`config.mk`:
```
export PLATFORM = sky130hd
export DESIGN_NAME = sprite_plotter_flat
export DESIGN_NICKNAME = d
export VERILOG_FILES = /design/src/rtl/board_pkg.sv /design/src/rtl/sprite_plotter_if.sv /design/src/rtl/sprite_plotter_rom.sv /design/src/rtl/sprite_plotter.sv /design/src/flat_wrapper.sv
export SDC_FILE = /design/constraint.sdc
export NUM_CORES = 1
export LEC_CHECK = 0
export BUFFER_PORTS_ARGS = -buffer_cell sky130_fd_sc_hd__buf_2
export CORE_ASPECT_RATIO = 1.1
export CORE_MARGIN = 2
export CORE_UTILIZATION = 55
export CTS_BUF_LIST = sky130_fd_sc_hd__clkbuf_4 sky130_fd_sc_hd__clkbuf_8
export CTS_CLUSTER_DIAMETER = 80
export DETAILED_ROUTE_END_ITERATION = 10
export PLACE_DENSITY = 0.89
export SLEW_MARGIN = 20
export SYNTH_ARGS = -nofsm -noshare
export SYNTH_HDL_FRONTEND = slang
export SYNTH_SLANG_ARGS = --single-unit
```
`constraint.sdc`:
```
create_clock -name clk -period 2.9 [get_ports clk]
set_input_delay 0.725 -clock clk [delete_from_list [all_inputs] [get_ports clk]]
set_output_delay 0.725 -clock clk [all_outputs]
set_load 0.05 [all_outputs]
```
`src/rtl/board_pkg.sv`:
```
// Shared board-drawing definitions: screen size, palette, symbol ids,
// FSM state encoding and the 3x3 grid origins used by the control FSM.
package board_pkg;

    localparam int SCREEN_W = 160;
    localparam int SCREEN_H = 120;

    localparam logic [2:0] C_BLACK  = 3'b000;
    localparam logic [2:0] C_RED    = 3'b100;
    localparam logic [2:0] C_GREEN  = 3'b010;
    localparam logic [2:0] C_BLUE   = 3'b001;
    localparam logic [2:0] C_YELLOW = 3'b110;
    localparam logic [2:0] C_WHITE  = 3'b111;

    typedef enum logic [1:0] {
        SYM_RING    = 2'd0,
        SYM_X       = 2'd1,
        SYM_PLUS    = 2'd2,
        SYM_DIAMOND = 2'd3
    } sym_e;

    typedef enum logic [1:0] {
        IDLE = 2'd0,
        DRAW = 2'd1,
        DONE = 2'd2
    } plot_state_e;

    // Top-left corners of the nine board cells (columns and rows).
    localparam logic [7:0] GRID_X0 = 8'd50;
    localparam logic [7:0] GRID_X1 = 8'd70;
    localparam logic [7:0] GRID_X2 = 8'd90;
    localparam logic [6:0] GRID_Y0 = 7'd30;
    localparam logic [6:0] GRID_Y1 = 7'd50;
    localparam logic [6:0] GRID_Y2 = 7'd70;

    // Foreground colour that belongs to each symbol.
    function automatic logic [2:0] sym_colour(input sym_e sym);
        logic [2:0] c;
        case (sym)
            SYM_RING:    c = C_RED;
            SYM_X:       c = C_GREEN;
            SYM_PLUS:    c = C_BLUE;
            SYM_DIAMOND: c = C_YELLOW;
            default:     c = C_BLACK;
        endcase
        return c;
    endfunction

endpackage

```
`src/rtl/sprite_plotter_if.sv`:
```
// Draw-command and VGA pixel-write bundle between the board control FSM
// (master) and the sprite plotter (slave).
interface sprite_plotter_if;

    logic       start;
    logic [1:0] sym_id;
    logic [7:0] x_org;
    logic [6:0] y_org;

    logic       busy;
    logic       done;
    logic [7:0] x;
    logic [6:0] y;
    logic [2:0] colour;
    logic       plot;

    modport master (
        output start, sym_id, x_org, y_org,
        input  busy, done, x, y, colour, plot
    );

    modport slave (
        input  start, sym_id, x_org, y_org,
        output busy, done, x, y, colour, plot
    );

endinterface

```
`src/rtl/sprite_plotter_rom.sv`:
```
// Procedural sprite "ROM": decides whether pixel (col,row) of a symbol is
// foreground, and reports the symbol's foreground colour.
module sprite_rom
    import board_pkg::*;
#(
    parameter int SPRITE_W = 16,
    parameter int SPRITE_H = 16
) (
    input  sym_e                          sym,
    input  logic [$clog2(SPRITE_W)-1:0]   col,
    input  logic [$clog2(SPRITE_H)-1:0]   row,
    output logic                          fg,
    output logic [2:0]                    fg_colour
);

    // Shape tests are written relative to the sprite edges and centre so the
    // glyphs stay symmetric; dx/dy are doubled distances from the centre.
    always_comb begin : shape_lookup
        int c;
        int r;
        int dx;
        int dy;
        c  = int'(col);
        r  = int'(row);
        dx = 2 * c - (SPRITE_W - 1);
        dy = 2 * r - (SPRITE_H - 1);
        if (dx < 0) dx = -dx;
        if (dy < 0) dy = -dy;
        fg = 1'b0;
        case (sym)
            SYM_RING:
                fg = (c == 2 || c == SPRITE_W - 3 || r == 2 || r == SPRITE_H - 3) &&
                     (c >= 2 && c <= SPRITE_W - 3 && r >= 2 && r <= SPRITE_H - 3);
            SYM_X:
                fg = (c == r) || (c + r == SPRITE_W - 1);
            SYM_PLUS:
                fg = (c == SPRITE_W / 2 - 1) || (c == SPRITE_W / 2) ||
                     (r == SPRITE_H / 2 - 1) || (r == SPRITE_H / 2);
            SYM_DIAMOND:
                fg = (dx + dy <= SPRITE_W - 2);
            default:
                fg = 1'b0;
        endcase
        fg_colour = sym_colour(sym);
    end

endmodule

```
`src/rtl/sprite_plotter.sv`:
```
// Renders one sprite at a requested origin, one VGA write per cycle, in
// raster order; clipped pixels still take their cycle so timing is fixed.
module sprite_plotter
    import board_pkg::*;
#(
    parameter int SPRITE_W = 16,
    parameter int SPRITE_H = 16
) (
    input  logic            clk,
    input  logic            reset,
    sprite_plotter_if.slave bus
);

    localparam int COL_W = $clog2(SPRITE_W);
    localparam int ROW_W = $clog2(SPRITE_H);

    plot_state_e      state;
    plot_state_e      next_state;
    sym_e             sym_q;
    logic [7:0]       x_org_q;
    logic [6:0]       y_org_q;
    logic [COL_W-1:0] col;
    logic [ROW_W-1:0] row;
    logic             last_pixel;
    logic [8:0]       px;
    logic [7:0]       py;
    logic             clipped;
    logic             rom_fg;
    logic [2:0]       rom_fg_colour;

    assign last_pixel = (col == COL_W'(SPRITE_W - 1)) && (row == ROW_W'(SPRITE_H - 1));
    assign px         = {1'b0, x_org_q} + 9'(col);
    assign py         = {1'b0, y_org_q} + 8'(row);
    assign clipped    = (px > 9'(SCREEN_W - 1)) || (py > 8'(SCREEN_H - 1));

    sprite_rom #(
        .SPRITE_W (SPRITE_W),
        .SPRITE_H (SPRITE_H)
    ) u_rom (
        .sym       (sym_q),
        .col       (col),
        .row       (row),
        .fg        (rom_fg),
        .fg_colour (rom_fg_colour)
    );

    // State register; reset aborts any sprite in flight.
    always_ff @(posedge clk or posedge reset) begin
        if (reset) state <= IDLE;
        else       state <= next_state;
    end

    // Next state: start only matters in IDLE, DONE lasts exactly one cycle.
    always_comb begin
        next_state = state;
        case (state)
            IDLE:    if (bus.start) next_state = DRAW;
            DRAW:    if (last_pixel) next_state = DONE;
            DONE:    next_state = IDLE;
            default: next_state = IDLE;
        endcase
    end

    // Command latch, pixel counters and registered VGA outputs.
    always_ff @(posedge clk or posedge reset) begin
        if (reset) begin
            sym_q      <= SYM_RING;
            x_org_q    <= '0;
            y_org_q    <= '0;
            col        <= '0;
            row        <= '0;
            bus.busy   <= 1'b0;
            bus.done   <= 1'b0;
            bus.x      <= '0;
            bus.y      <= '0;
            bus.colour <= '0;
            bus.plot   <= 1'b0;
        end else begin
            case (state)
                IDLE: begin
                    bus.busy <= 1'b0;
                    bus.done <= 1'b0;
                    bus.plot <= 1'b0;
                    if (bus.start) begin
                        sym_q   <= sym_e'(bus.sym_id);
                        x_org_q <= bus.x_org;
                        y_org_q <= bus.y_org;
                        col     <= '0;
                        row     <= '0;
                    end
                end
                DRAW: begin
                    bus.busy   <= 1'b1;
                    bus.done   <= 1'b0;
                    bus.plot   <= ~clipped;
                    bus.x      <= px[7:0];
                    bus.y      <= py[6:0];
                    bus.colour <= rom_fg ? rom_fg_colour : C_WHITE;
                    col        <= col + COL_W'(1);
                    if (col == COL_W'(SPRITE_W - 1)) row <= row + ROW_W'(1);
                end
                DONE: begin
                    bus.busy <= 1'b1;
                    bus.done <= 1'b1;
                    bus.plot <= 1'b0;
                end
                default: begin
                    bus.busy <= 1'b0;
                    bus.done <= 1'b0;
                    bus.plot <= 1'b0;
                end
            endcase
        end
    end

endmodule
```
`src/flat_wrapper.sv`:
```
// flat-port wrapper written by rule: the top's interface ports become plain ports
module sprite_plotter_flat import board_pkg::*;
#(
    parameter int SPRITE_W = 16,
    parameter int SPRITE_H = 16
)
  (clk, reset, bus_start, bus_sym_id, bus_x_org, bus_y_org, bus_busy, bus_done, bus_x, bus_y, bus_colour, bus_plot);
  sprite_plotter_if bus_i ();
  input  logic clk;
  input  logic reset;
  input wire logic [$bits(bus_i.start)-1:0] bus_start;
  input wire logic [$bits(bus_i.sym_id)-1:0] bus_sym_id;
  input wire logic [$bits(bus_i.x_org)-1:0] bus_x_org;
  input wire logic [$bits(bus_i.y_org)-1:0] bus_y_org;
  output wire logic [$bits(bus_i.busy)-1:0] bus_busy;
  output wire logic [$bits(bus_i.done)-1:0] bus_done;
  output wire logic [$bits(bus_i.x)-1:0] bus_x;
  output wire logic [$bits(bus_i.y)-1:0] bus_y;
  output wire logic [$bits(bus_i.colour)-1:0] bus_colour;
  output wire logic [$bits(bus_i.plot)-1:0] bus_plot;
  assign bus_i.start = bus_start;
  assign bus_i.sym_id = bus_sym_id;
  assign bus_i.x_org = bus_x_org;
  assign bus_i.y_org = bus_y_org;
  assign bus_busy = bus_i.busy;
  assign bus_done = bus_i.done;
  assign bus_x = bus_i.x;
  assign bus_y = bus_i.y;
  assign bus_colour = bus_i.colour;
  assign bus_plot = bus_i.plot;
  sprite_plotter #(.SPRITE_W(SPRITE_W), .SPRITE_H(SPRITE_H)) u_core (.clk(clk), .reset(reset), .bus(bus_i));
endmodule
```
Yosys cells after proc, flatten, opt, wreduce, memory -nomap -nowiden --
Cells that the tools add are included.
Operators by class: bitwise logic cells 1, muxes and demuxes 15, eq/ne operators 20, reductions and logical operators 21, $add $sub $neg 10, order comparisons 9
Operators by type and width (count):
- $mux 32 | 2
- $neg 6->32 | 2
- $add 32x32->32 | 1
- $le 32x5->1 const B | 1
- $eq 4x4->1 const B | 6
- $eq 4x3->1 const B | 4
- $pmux 4 s2 | 2
- $lt 6x1->1 const B | 2
- $pmux 3 s4 | 1
- $sub 5x4->6 const B | 2
- $add 8x4->9 | 1
- $gt 9x8->1 const B | 1
- $add 4x1->4 const B | 2
- $add 7x4->8 | 1
- $ge 4x2->1 const B | 2
- $gt 8x7->1 const B | 1
- $le 4x4->1 const B | 2
- $logic_or 1x1->1 | 8
- $mux 4 | 2
- $eq 2x2->1 const B | 3
- $reduce_and 2->1 | 3
- $add 4x4->5 | 1
- $eq 5x4->1 const B | 1
- $logic_and 1x1->1 | 5
- other kinds (14) | 20
Word-level totals: input port bits 20, bits in registers 48, logic and storage cells 88

Logic depth before layout (Yosys ltp) --
Gate-level depths: netlist of run 1.
depth in word-level cells 7, gate-level depth with buffers 9, gate-level depth less buffers 8

Modules after synthesis --
Synthesis of run 1 repeated with hierarchy kept, for this count alone.
Second synthesis, totals: cells, all modules 269, area total of the unflattened synthesis 2904.0 um2
By module, submodules not included:
- sprite_plotter | cells an instance 206, area an instance 2386.0 um2, times used 1, sequential area each 1201.2 um2
- sprite_rom | cells an instance 63, area an instance 518.0 um2, times used 1, sequential area each 0.0 um2

Worst setup path after synthesis of run 1 --
OpenSTA, ideal clock, no wires.
path kind reg2reg, start reg u_core.col[0], end reg u_core.bus.plot, buffers on the path 0, library setup time 0.135 ns, data required time 2.765 ns, arrival time 1.980 ns, slack 0.786 ns, cell stages (with the launch flop) 8, path through dfrtp_1 ha_1 fa_1 a211oi_1 nor2_1 or3b_1 a21oi_1 nor3_1
Between the ends: word-level cells in the longest chain between the ends 5
RTL lines:
- start: declaration | line sprite_plotter.sv:22 | logic [COL_W-1:0] col;
- start signal: assignment | line sprite_plotter.sv:99 | col <= col + COL_W'(1);
- $add 8x4->9 | line sprite_plotter.sv:32 | assign px = {1'b0, x_org_q} + 9'(col);
- $gt 9x8->1 | line sprite_plotter.sv:34 | assign clipped = (px > 9'(SCREEN_W - 1)) || (py > 8'(SCREEN_H - 1));
- $logic_or 1x1->1 | line sprite_plotter.sv:34
- $not 1->1 | line sprite_plotter.sv:95 | bus.plot <= ~clipped;
- $mux 1 | line sprite_plotter.sv:79 | case (state)
- end signal: assignment | line sprite_plotter.sv:95
- end: declaration | line sprite_plotter_if.sv:24 | output busy, done, x, y, colour, plot
No other way between the ends. A chain may end at the register's enable or synchronous reset.

Final worst setup path of run 1 --
start reg u_core.row[0], end reg u_core.bus.plot
Between the ends: word-level cells in the longest chain between the ends 5
RTL lines:
- start: declaration | line sprite_plotter.sv:23 | logic [ROW_W-1:0] row;
- start signal: assignment | line sprite_plotter.sv:100 | if (col == COL_W'(SPRITE_W - 1)) row <= row + ROW_W'(1);
- $add 7x4->8 | line sprite_plotter.sv:33 | assign py = {1'b0, y_org_q} + 8'(row);
- $gt 8x7->1 | line sprite_plotter.sv:34
- $logic_or 1x1->1 | line sprite_plotter.sv:34
- $not 1->1 | line sprite_plotter.sv:95
- $mux 1 | line sprite_plotter.sv:79
No other way between the ends.

==> flow_summary.ini, run 1 <==
[cells_and_area]
drive_above_1_share = 0.238
post-route-cell-area_um2 = 3350
syn2layout_area_growth_pct = 12.9
n_antenna_cell = 0
fin_nets = 385
post-route-util = 0.632
nFillCells = 416

[sta]
tns_ns = 0
finalCritPeriodShare = 0.805
rsz0062_at_grt = no
fin_ws_ns = 0.564
finalClockSkew_ns = 0.00613
relSlewSlack = 0.548
setup_violations = 0
hold_viol_final = 0
hold_slack_ns = 0.425
timing.fmax_mhz = 428
min_period_ns = 2.34
tightestPinTransition_ns = 0.671
drv_slew = 0

[cts]
clkSlewWorstSetupHoldPaths_ns = 0.09
htreeDepth = 2
clockBufferDepth = 2
cts-root-buf = clkbuf_8
holdBufCountCts = 0
cts_sinks = 48
cts_tree = built
cts.repair.resized = 0
numCtsBuffers = 5
clk_latency_ns = 0.30
cts_setup_buffers = 0

[min_path]
hold_class = in -> async

[setup_path]
critical_path.max_fanout = 8
max_stage_delay_ns = 0.50
r2r_end = u_core.bus.plot$_DFF_PP0_
required_ns = 3.08
reg2reg_depth = 7
criticalPathCategory = reg -> reg
path_cells = ha_1 -> fa_1 -> a21o_1 -> a21oi_1 -> xor2_1 -> o311ai_0 -> nor3_1
worst_ep_arrival_time_ns = 2.52
rrSetupSlack_ns = 0.56
cp-end-kind = register
start_kind = register
cpMaxStageDelayCell = dfrtp_1
r2r_start = u_core.row[0]$_DFFE_PP0P_

[drt]
remaining_drc_errors = 0
wl_per_cell_um = 14.9
detail-route-antenna-nets = 0
drt_wl_total_mm = 5.91
dr.first_iter.drc_count = 131
num_vias = 2169
detail_route.vias_per_cell = 5.45
firstDrtPassIters = 4

[run_status]
status = complete, no violations

[synthesis]
seq_area_frac_synth = 0.405
synthCells = 281
synth.distinct_cells = 43
syn_area_per_cell_um2 = 10.5
synth_area_um2 = 2960
yosysWarningCount = 0
synth_nets = 343
synth_seq_cells = 48

[pwr]
irDropWorstVdd_mv = 0.874
p_per_area_nw_per_um2 = 1060
p_leak_nw = 1.58

[floorplan]
initial_core_util = 0.560
dieArea_um2 = 5990
coreArea_um2 = 5290
die_h_um = 81.0
io_pins = 41
fp.dieW_um = 74.0
row_count = 28

[global_route]
grt_max_degree = 24
antenna_found_initial = 0
grt_pass1_vias = 2132
grt_pass1_wl_mm = 10.1
grt_overflow = 0
grtUsageTotal = 0.218

[place]
dpl_cell_area_um2 = 3250
pre_cts_ws_ns = 0.577
gp_congestion = 0.942
dp_hpwl_mm = 4.46
place.port_buffers = 40

[job]
drv_cap = 0
==> cells in the mapped netlist <==
| cell | count | share of area |
|---|---|---|
| o22ai_1 | 1 | 0.0021 |
| o2111ai_1 | 1 | 0.0030 |
| nand2_1 | 16 | 0.020 |
| buf_1 | 3 | 0.0038 |
| o41ai_1 | 1 | 0.0030 |
| nor4_1 | 2 | 0.0042 |
| o311a_1 | 1 | 0.0034 |
| o221ai_1 | 2 | 0.0059 |
| a221oi_1 | 1 | 0.0030 |
| nor3_1 | 4 | 0.0068 |
| nand3_1 | 8 | 0.014 |
| a21oi_1 | 17 | 0.029 |
| and3_1 | 1 | 0.0021 |
| a21oi_2 | 1 | 0.0030 |
| nor4bb_1 | 1 | 0.0034 |
| a211oi_1 | 3 | 0.0076 |
| dfrtp_1 | 48 | 0.41 |
| a41oi_1 | 2 | 0.0059 |
| a21o_1 | 5 | 0.013 |
| a22o_1 | 4 | 0.012 |
| o31ai_1 | 1 | 0.0025 |
| clkbuf_1 | 4 | 0.0051 |
| a222oi_1 | 1 | 0.0034 |
| buf_2 | 3 | 0.0051 |
| ha_1 | 39 | 0.16 |
| nor2_1 | 17 | 0.022 |
| a311o_1 | 1 | 0.0034 |
| or3b_1 | 1 | 0.0030 |
| xor2_1 | 5 | 0.015 |
| and3b_1 | 1 | 0.0030 |
| nand4_1 | 2 | 0.0042 |
| xnor2_1 | 11 | 0.033 |
| nand2b_1 | 1 | 0.0021 |
| a31oi_1 | 2 | 0.0042 |
| mux2_2 | 23 | 0.087 |
| a32o_1 | 1 | 0.0034 |
| and2_1 | 1 | 0.0021 |
| o311ai_0 | 2 | 0.0059 |
| inv_1 | 22 | 0.028 |
| nor3b_1 | 4 | 0.010 |
| o21ai_0 | 12 | 0.020 |
| fa_1 | 3 | 0.020 |
| nor2b_1 | 2 | 0.0042 |
==> cell type report <==
type | count | area (µm²) | share of cell area
multi-input cells | 201 | 1640 | 0.490
clock buffers | 6 | 82.6 | 0.0247
clock inverters | 1 | 8.76 | 0.00262
flip-flops and latches | 48 | 1200 | 0.359
repair buffers | 45 | 238 | 0.0711
inverters | 22 | 82.6 | 0.0247
well taps | 75 | 93.8 | 0.0280
==> flip-flops by register name, indices dropped and copies added (netlist names), 2 cells and up <==
name and flops:
u_core.bus.colour 3, u_core.bus.x 8, u_core.bus.y 7, u_core.col 4, u_core.row 4, u_core.state 2, u_core.sym_q 2, u_core.x_org_q 8
u_core.y_org_q 7
==> report_power, final <==
| group | internal [mW] | switching, mW | total, mW |
|---|---|---|---|
| Clock | 0.190 | 0.216 | 0.406 |
| Sequential | 0.959 | 0.254 | 1.21 |
| Combinational | 0.716 | 1.20 | 1.92 |
==> critical path, delay by kind of cell (launching register included) <==
family | cells | cell delay, ns
DFF | 1 | 0.50
and+or+nand+nor | 1 | 0.11
adders and majority gates | 2 | 0.69
xor gates and xnor gates | 1 | 0.14
AOI/OAI and AO/OA | 3 | 0.77
==> stage by stage <==
step / std cells / total power [mW]
CTS: 398 / 3.56
detailed placement: 391 / 3.14
global route: 398 / 3.79
global placement: 391 / 3.08
finish: 398 / 3.54
floorplan: 281 / 2.67
==> how the worst max path moves through the flow <==
stage,end,cells after the start,start,slack (ns)
floorplan,u_core.bus.plot$_DFF_PP0_,7,u_core.col[0]$_DFFE_PP0P_,0.79
global placement,u_core.bus.plot$_DFF_PP0_,7,u_core.col[0]$_DFFE_PP0P_,0.67
detailed placement,u_core.bus.plot$_DFF_PP0_,7,u_core.row[0]$_DFFE_PP0P_,0.58
CTS,u_core.bus.plot$_DFF_PP0_,7,u_core.row[0]$_DFFE_PP0P_,0.57
global route,u_core.bus.plot$_DFF_PP0_,7,u_core.row[0]$_DFFE_PP0P_,0.32
finish,u_core.bus.plot$_DFF_PP0_,7,u_core.row[0]$_DFFE_PP0P_,0.56
==> logic make-up after synthesis <==
logic type,synth area share
adders and majority gates,0.185
xor gates and xnor gates,0.0473
buffers and inverters,0.0418
AOI/OAI and AO/OA,0.133
muxes,0.0874
and+or+nand+nor,0.100
DFF,0.405
==> metal layers <==
layer,track usage,vias up,share of wire
met2,0.385,51,0.52
met4,0.0600,0,0.011
li1,-,1077,-
met1,0.273,1034,0.43
met5,0,-,0
met3,0.0385,7,0.037
==> layout by cell type, fill, tap and decap left out, drive strengths merged, types with 2 or more instances in the layout <==
cell type and count:
a211oi 3, a21o 5, a21oi 18, a22o 4
a31oi 2, a41oi 2, buf 45, clkbuf 6
dfrtp 48, fa 3, ha 39, inv 22
mux2 23, nand2 16, nand3 8, nand4 2
nor2 17, nor2b 2, nor3 4, nor3b 4
nor4 2, o21ai 12, o221ai 2, o311ai 2
xnor2 11, xor2 5
(Power assumes the default switching activity.)
==> inputs of run 2 (changes only) <==
- clock period: 2.9 -> 2.4 ns (I/O delays scaled with it)
==> run 2 against run 1 <==
- fmax rose by 4.9%
- critical endpoint is now u_core.bus.colour[0]$_DFFE_PP0P_
- flip-flop and latch count unchanged
- register-to-register slack got worse by 0.39 ns
- clock power increased by 76%
==> flow_summary.ini, run 2 (same netlist as run 1, synthesis figures left out) <==
[global_route]
grt_overflow = 0
grt_max_degree = 33
met3_usage = 0.0447
top_usage_layer = met2
grt_pass1_wl_mm = 10.4
use_met2 = 0.405
grt.met1_usage = 0.280
grt_pass1_vias = 2180
antenna_found_initial = 0
grtUsageTotal = 0.227

[cts]
clk_latency_ns = 0.31
cts_sinks = 48
clkSlewWorstSetupHoldPaths_ns = 0.09
clockBufferDepth = 2
htreeDepth = 2
cts_tree = built
numCtsBuffers = 5
cts-root-buf = clkbuf_8
holdBufCountCts = 0

[sta]
timing.fmax_mhz = 449
drv_slew = 0
tightestPinTransition_ns = 0.765
tns_ns = 0
finalCritPeriodShare = 0.927
finalClockSkew_ns = 0.00650
min_period_ns = 2.23
setup_violations = 0
fin_ws_ns = 0.174
hold_slack_ns = 0.374
rsz0062_at_grt = no
relSlewSlack = 0.484
hold_viol_final = 0

[setup_path]
r2r_end = u_core.bus.colour[0]$_DFFE_PP0P_
max_stage_delay_ns = 0.55
r2r_start = u_core.col[1]$_DFFE_PP0P_
worst_ep_arrival_time_ns = 2.45
start_kind = register
required_ns = 2.63
reg2reg_depth = 7
cp_top_family = compound AO/OA/AOI/OAI gates
criticalPathCategory = reg -> reg
rrSetupSlack_ns = 0.17
path_buf_inv = 1
cp-end-kind = register
cpMaxStageDelayCell = dfrtp_1
critical_path.max_fanout = 9
path_cells = inv_1 -> ha_1 -> a22o_1 -> a221oi_1 -> o21ai_0 -> a311o_1 -> a41oi_1

[run_status]
status = complete, no violations

[cells_and_area]
instances_no_fill = 404
nFillCells = 404
final_common_cell = dfrtp_1
reg_top3 = u_core.bus.x (8), u_core.x_org_q (8)
post-route-cell-area_um2 = 3440
drive_above_1_share = 0.258
post-route-util = 0.649
syn2layout_area_growth_pct = 15.9
fin_nets = 390
mostFrequentLayoutCells = 47 x dfrtp_1, 40 x buf_2, 39 x ha_1, 23 x mux2_2, 21 x inv_1
n_antenna_cell = 0

[drt]
detail-route-antenna-nets = 0
dr.first_iter.drc_count = 125
detail_route.vias_per_cell = 5.61
firstDrtPassIters = 4
remaining_drc_errors = 0
wl_per_cell_um = 15.8
num_vias = 2265
drt_wl_total_mm = 6.40

[place]
dp_hpwl_mm = 4.84
gp_congestion = 0.926
dpl_cell_area_um2 = 3290
pre_cts_ws_ns = 0.199
place.port_buffers = 40
dp.cells = 396

[floorplan]
fp.dieW_um = 74.0
coreArea_um2 = 5290
dieArea_um2 = 5990
row_count = 28
die_h_um = 81.0
initial_core_util = 0.560
io_pins = 41

[pwr]
p_leak_nw = 1.63
irDropWorstVdd_mv = 0.861
p_per_area_nw_per_um2 = 1330
p_total_mw = 4.57

[min_path]
hold_class = in -> async

[job]
drv_cap = 0
==> run 2: cell types whose count changed in the layout (fill, tap and decap cells not counted) <==
cell	delta
a211oi_2	+1
buf_4	+5
clkbuf_8	-1
dfrtp_2	+1
dfrtp_1	-1
bufinv_16	+2
inv_6	+1
a211oi_1	-1
clkinv_4	-1
==> run 2: how the worst max path moves through the flow <==
| stage | start | cells past startpoint | slack, ns | end |
|---|---|---|---|---|
| 2_1_floorplan | u_core.col[0]$_DFFE_PP0P_ | 7 | 0.29 | u_core.bus.plot$_DFF_PP0_ |
| 4_1_cts | u_core.col[0]$_DFFE_PP0P_ | 7 | 0.14 | u_core.bus.plot$_DFF_PP0_ |
| 5_1_grt | u_core.col[1]$_DFFE_PP0P_ | 7 | 0.005 | u_core.bus.colour[0]$_DFFE_PP0P_ |
| 3_5_place_dp | u_core.col[0]$_DFFE_PP0P_ | 7 | 0.20 | u_core.bus.plot$_DFF_PP0_ |
| 3_3_place_gp | u_core.row[0]$_DFFE_PP0P_ | 7 | 0.23 | u_core.bus.plot$_DFF_PP0_ |
| 6_report | u_core.col[1]$_DFFE_PP0P_ | 7 | 0.17 | u_core.bus.colour[0]$_DFFE_PP0P_ |
==> run 2: final cells by class <==
| class | instances | area (µm²) | share of cell area |
|---|---|---|---|
| multi-input cells | 201 | 1640 | 0.479 |
| flip-flops and latches | 48 | 1200 | 0.350 |
| repair buffers | 50 | 275 | 0.0801 |
| well taps | 75 | 93.8 | 0.0273 |
| inverters | 22 | 82.6 | 0.0240 |
| clock buffers | 5 | 68.8 | 0.0200 |
| clock inverters | 3 | 68.8 | 0.0200 |
==> run 2: repair_timing <==
| item | CTS | global route |
|---|---|---|
| gates resized for setup | 0 | 2 |
| endpoints found under the setup margin | 0 | 2 |
| buffers inserted | 0 | 0 |
==> run 2: routing by layer <==
layer,vias to the layer above,routed length (µm)
met5,-,0
met4,0,65
met3,8,248
met2,56,3390
met1,1115,2690
li1,1086,-
==> run 2: report_power, final <==
part	internal [mW]	leakage (nW)	total, mW	switching (mW)
registers	1.16	0.573	1.46	0.301
logic	0.894	0.984	2.39	1.50
clock network	0.420	0.0687	0.716	0.297
total	2.47	1.63	4.57	2.10
==> inputs of run 3 (changes only) <==
- PLACE_DENSITY: 0.89 -> not set
- PLACE_DENSITY_LB_ADDON: not set -> 0.1
==> run 3 against run 2 <==
- global-route usage shrank 0.29 points
- non-clock buffer count fell by 1
- clock-buffer cell count increased by 1
- fmax up 1.2%
- die area unchanged
- total power decreased by 5.6%
- final cell count shrank 0.25%
- worst setup slack better by 0.025 ns
- flip-flop and latch count unchanged
- sequential power about the same
- utilization is 1.1 points lower
- routed wire length fell by 4.3%
- critical endpoint is now u_core.bus.plot$_DFF_PP0_
- largest power group unchanged
- highest routed layer unchanged
==> flow_summary.ini, run 3 (same netlist as run 1, synthesis figures left out) <==
[drt]
num_vias = 2186
detail-route-antenna-nets = 0
detail_route.vias_per_cell = 5.42
dr.first_iter.drc_count = 92
drt_wl_total_mm = 6.13
wl_per_cell_um = 15.2
remaining_drc_errors = 0
firstDrtPassIters = 4

[setup_path]
worst_ep_arrival_time_ns = 2.38
start_kind = register
critical_path.max_fanout = 9
required_ns = 2.58
r2r_start = u_core.col[1]$_DFFE_PP0P_
criticalPathCategory = reg -> reg
crit_start = u_core.col[1]$_DFFE_PP0P_
cp-end-kind = register

[cells_and_area]
instances_no_fill = 403
drive_above_1_share = 0.250
post-route-util = 0.638
nFillCells = 446
n_antenna_cell = 0
fin_nets = 389
final_common_cell = dfrtp_1
seq_area_um2 = 1200
syn2layout_area_growth_pct = 13.9
post-route-cell-area_um2 = 3380
reg_top3 = u_core.bus.x (8), u_core.x_org_q (8)
multi_input_comb_area_um2 = 1640
mostFrequentLayoutCells = 48 x dfrtp_1, 40 x buf_2, 39 x ha_1, 23 x mux2_2, 21 x inv_1

[pwr]
irDropWorstVdd_mv = 0.918
p_leak_nw = 1.60
pwr-share-seq = 0.333
comb_power_share = 0.551
p_per_area_nw_per_um2 = 1280
switching_power_mw = 2.04
swShare = 0.473
p_int_mw = 2.27
p_total_mw = 4.31
pwr-share-clk = 0.116

[global_route]
antenna_found_initial = 0
grt_overflow = 0
grt_pass1_wl_mm = 10.2
grt_pass1_vias = 2118
grtUsageTotal = 0.224
grt_max_degree = 20

[cts]
cts_sinks = 48
cts_tree = built
numCtsBuffers = 5
cts_setup_buffers = 0
clk_latency_ns = 0.30
clkSlewWorstSetupHoldPaths_ns = 0.09
htreeDepth = 2
holdBufCountCts = 0
clockBufferDepth = 2
cts-root-buf = clkbuf_8
cts.repair.resized = 0

[floorplan]
initial_core_util = 0.560
fp.dieW_um = 74.0
io_pins = 41
dieArea_um2 = 5990
die_h_um = 81.0
row_count = 28
coreArea_um2 = 5290

[min_path]
hold_class = in -> async

[sta]
relSlewSlack = 0.602
fin_ws_ns = 0.199
finalCritPeriodShare = 0.917
tightestPinTransition_ns = 0.591
hold_slack_ns = 0.265
finalClockSkew_ns = 0.00564
hold_viol_final = 0
setup_violations = 0
tns_ns = 0
rsz0062_at_grt = no
drv_slew = 0
timing.fmax_mhz = 454
min_period_ns = 2.20

[place]
gp_congestion = 0.997
dpl_cell_area_um2 = 3280
dp.cells = 395
pre_cts_ws_ns = 0.197
dp_hpwl_mm = 4.74
place.port_buffers = 40

[run_status]
status = complete, no violations

[job]
drv_cap = 0
-- run 3: cell types whose count changed in the layout (fill, tap and decap cells not counted), sizes merged --
cell,previous run,this run
clkinvlp,0,1
bufinv,2,0
clkbuf,5,6
clkinv,0,1
buf,50,49
inv,23,22
-- run 3: cell type report --
class	count	area share
Clock buffer	6	0.0226
Timing Repair Buffer	49	0.0793
Clock inverter	2	0.00482
Sequential cell	48	0.356
Inverter	22	0.0245
Multi-Input combinational cell	201	0.485
Tap cell	75	0.0278
-- run 3: worst max-delay path, cell delays in order, from the launching register on --
cell and delay [ns]:
dfrtp_1 0.52, fa_1 0.52, a211oi_1 0.33, nor2_1 0.14
or3b_1 0.37, a21oi_1 0.14, nor3_1 0.06
-- run 3: final timing paths --
check	cells past startpoint	end	slack, ns
max	6	u_core.bus.plot$_DFF_PP0_	0.20
min	2	u_core.bus.x[3]$_DFFE_PP0P_	0.27
max reg2reg	6	u_core.bus.plot$_DFF_PP0_	0.20
min reg2reg	1	u_core.bus.x[4]$_DFFE_PP0P_	0.50
max in group asynchronous	3	u_core.bus.y[1]$_DFFE_PP0P_	1.57
min in group clk	1	u_core.bus.x[4]$_DFFE_PP0P_	0.50
-- run 3: metal layers --
metal  part of all wire  track usage
met5                  0            0
met4              0.015       0.0764
met3              0.034       0.0360
met2               0.48        0.354
met1               0.47        0.314
-- run 3: power by group through the flow --
stage,registers [mW],clock network [mW],logic (mW)
6_report,1.44,0.500,2.38
5_1_grt,1.49,0.545,2.60
4_1_cts,1.44,0.518,2.39
3_5_place_dp,1.46,0,2.38
3_3_place_gp,1.44,0,2.36
2_1_floorplan,1.96,0,1.26
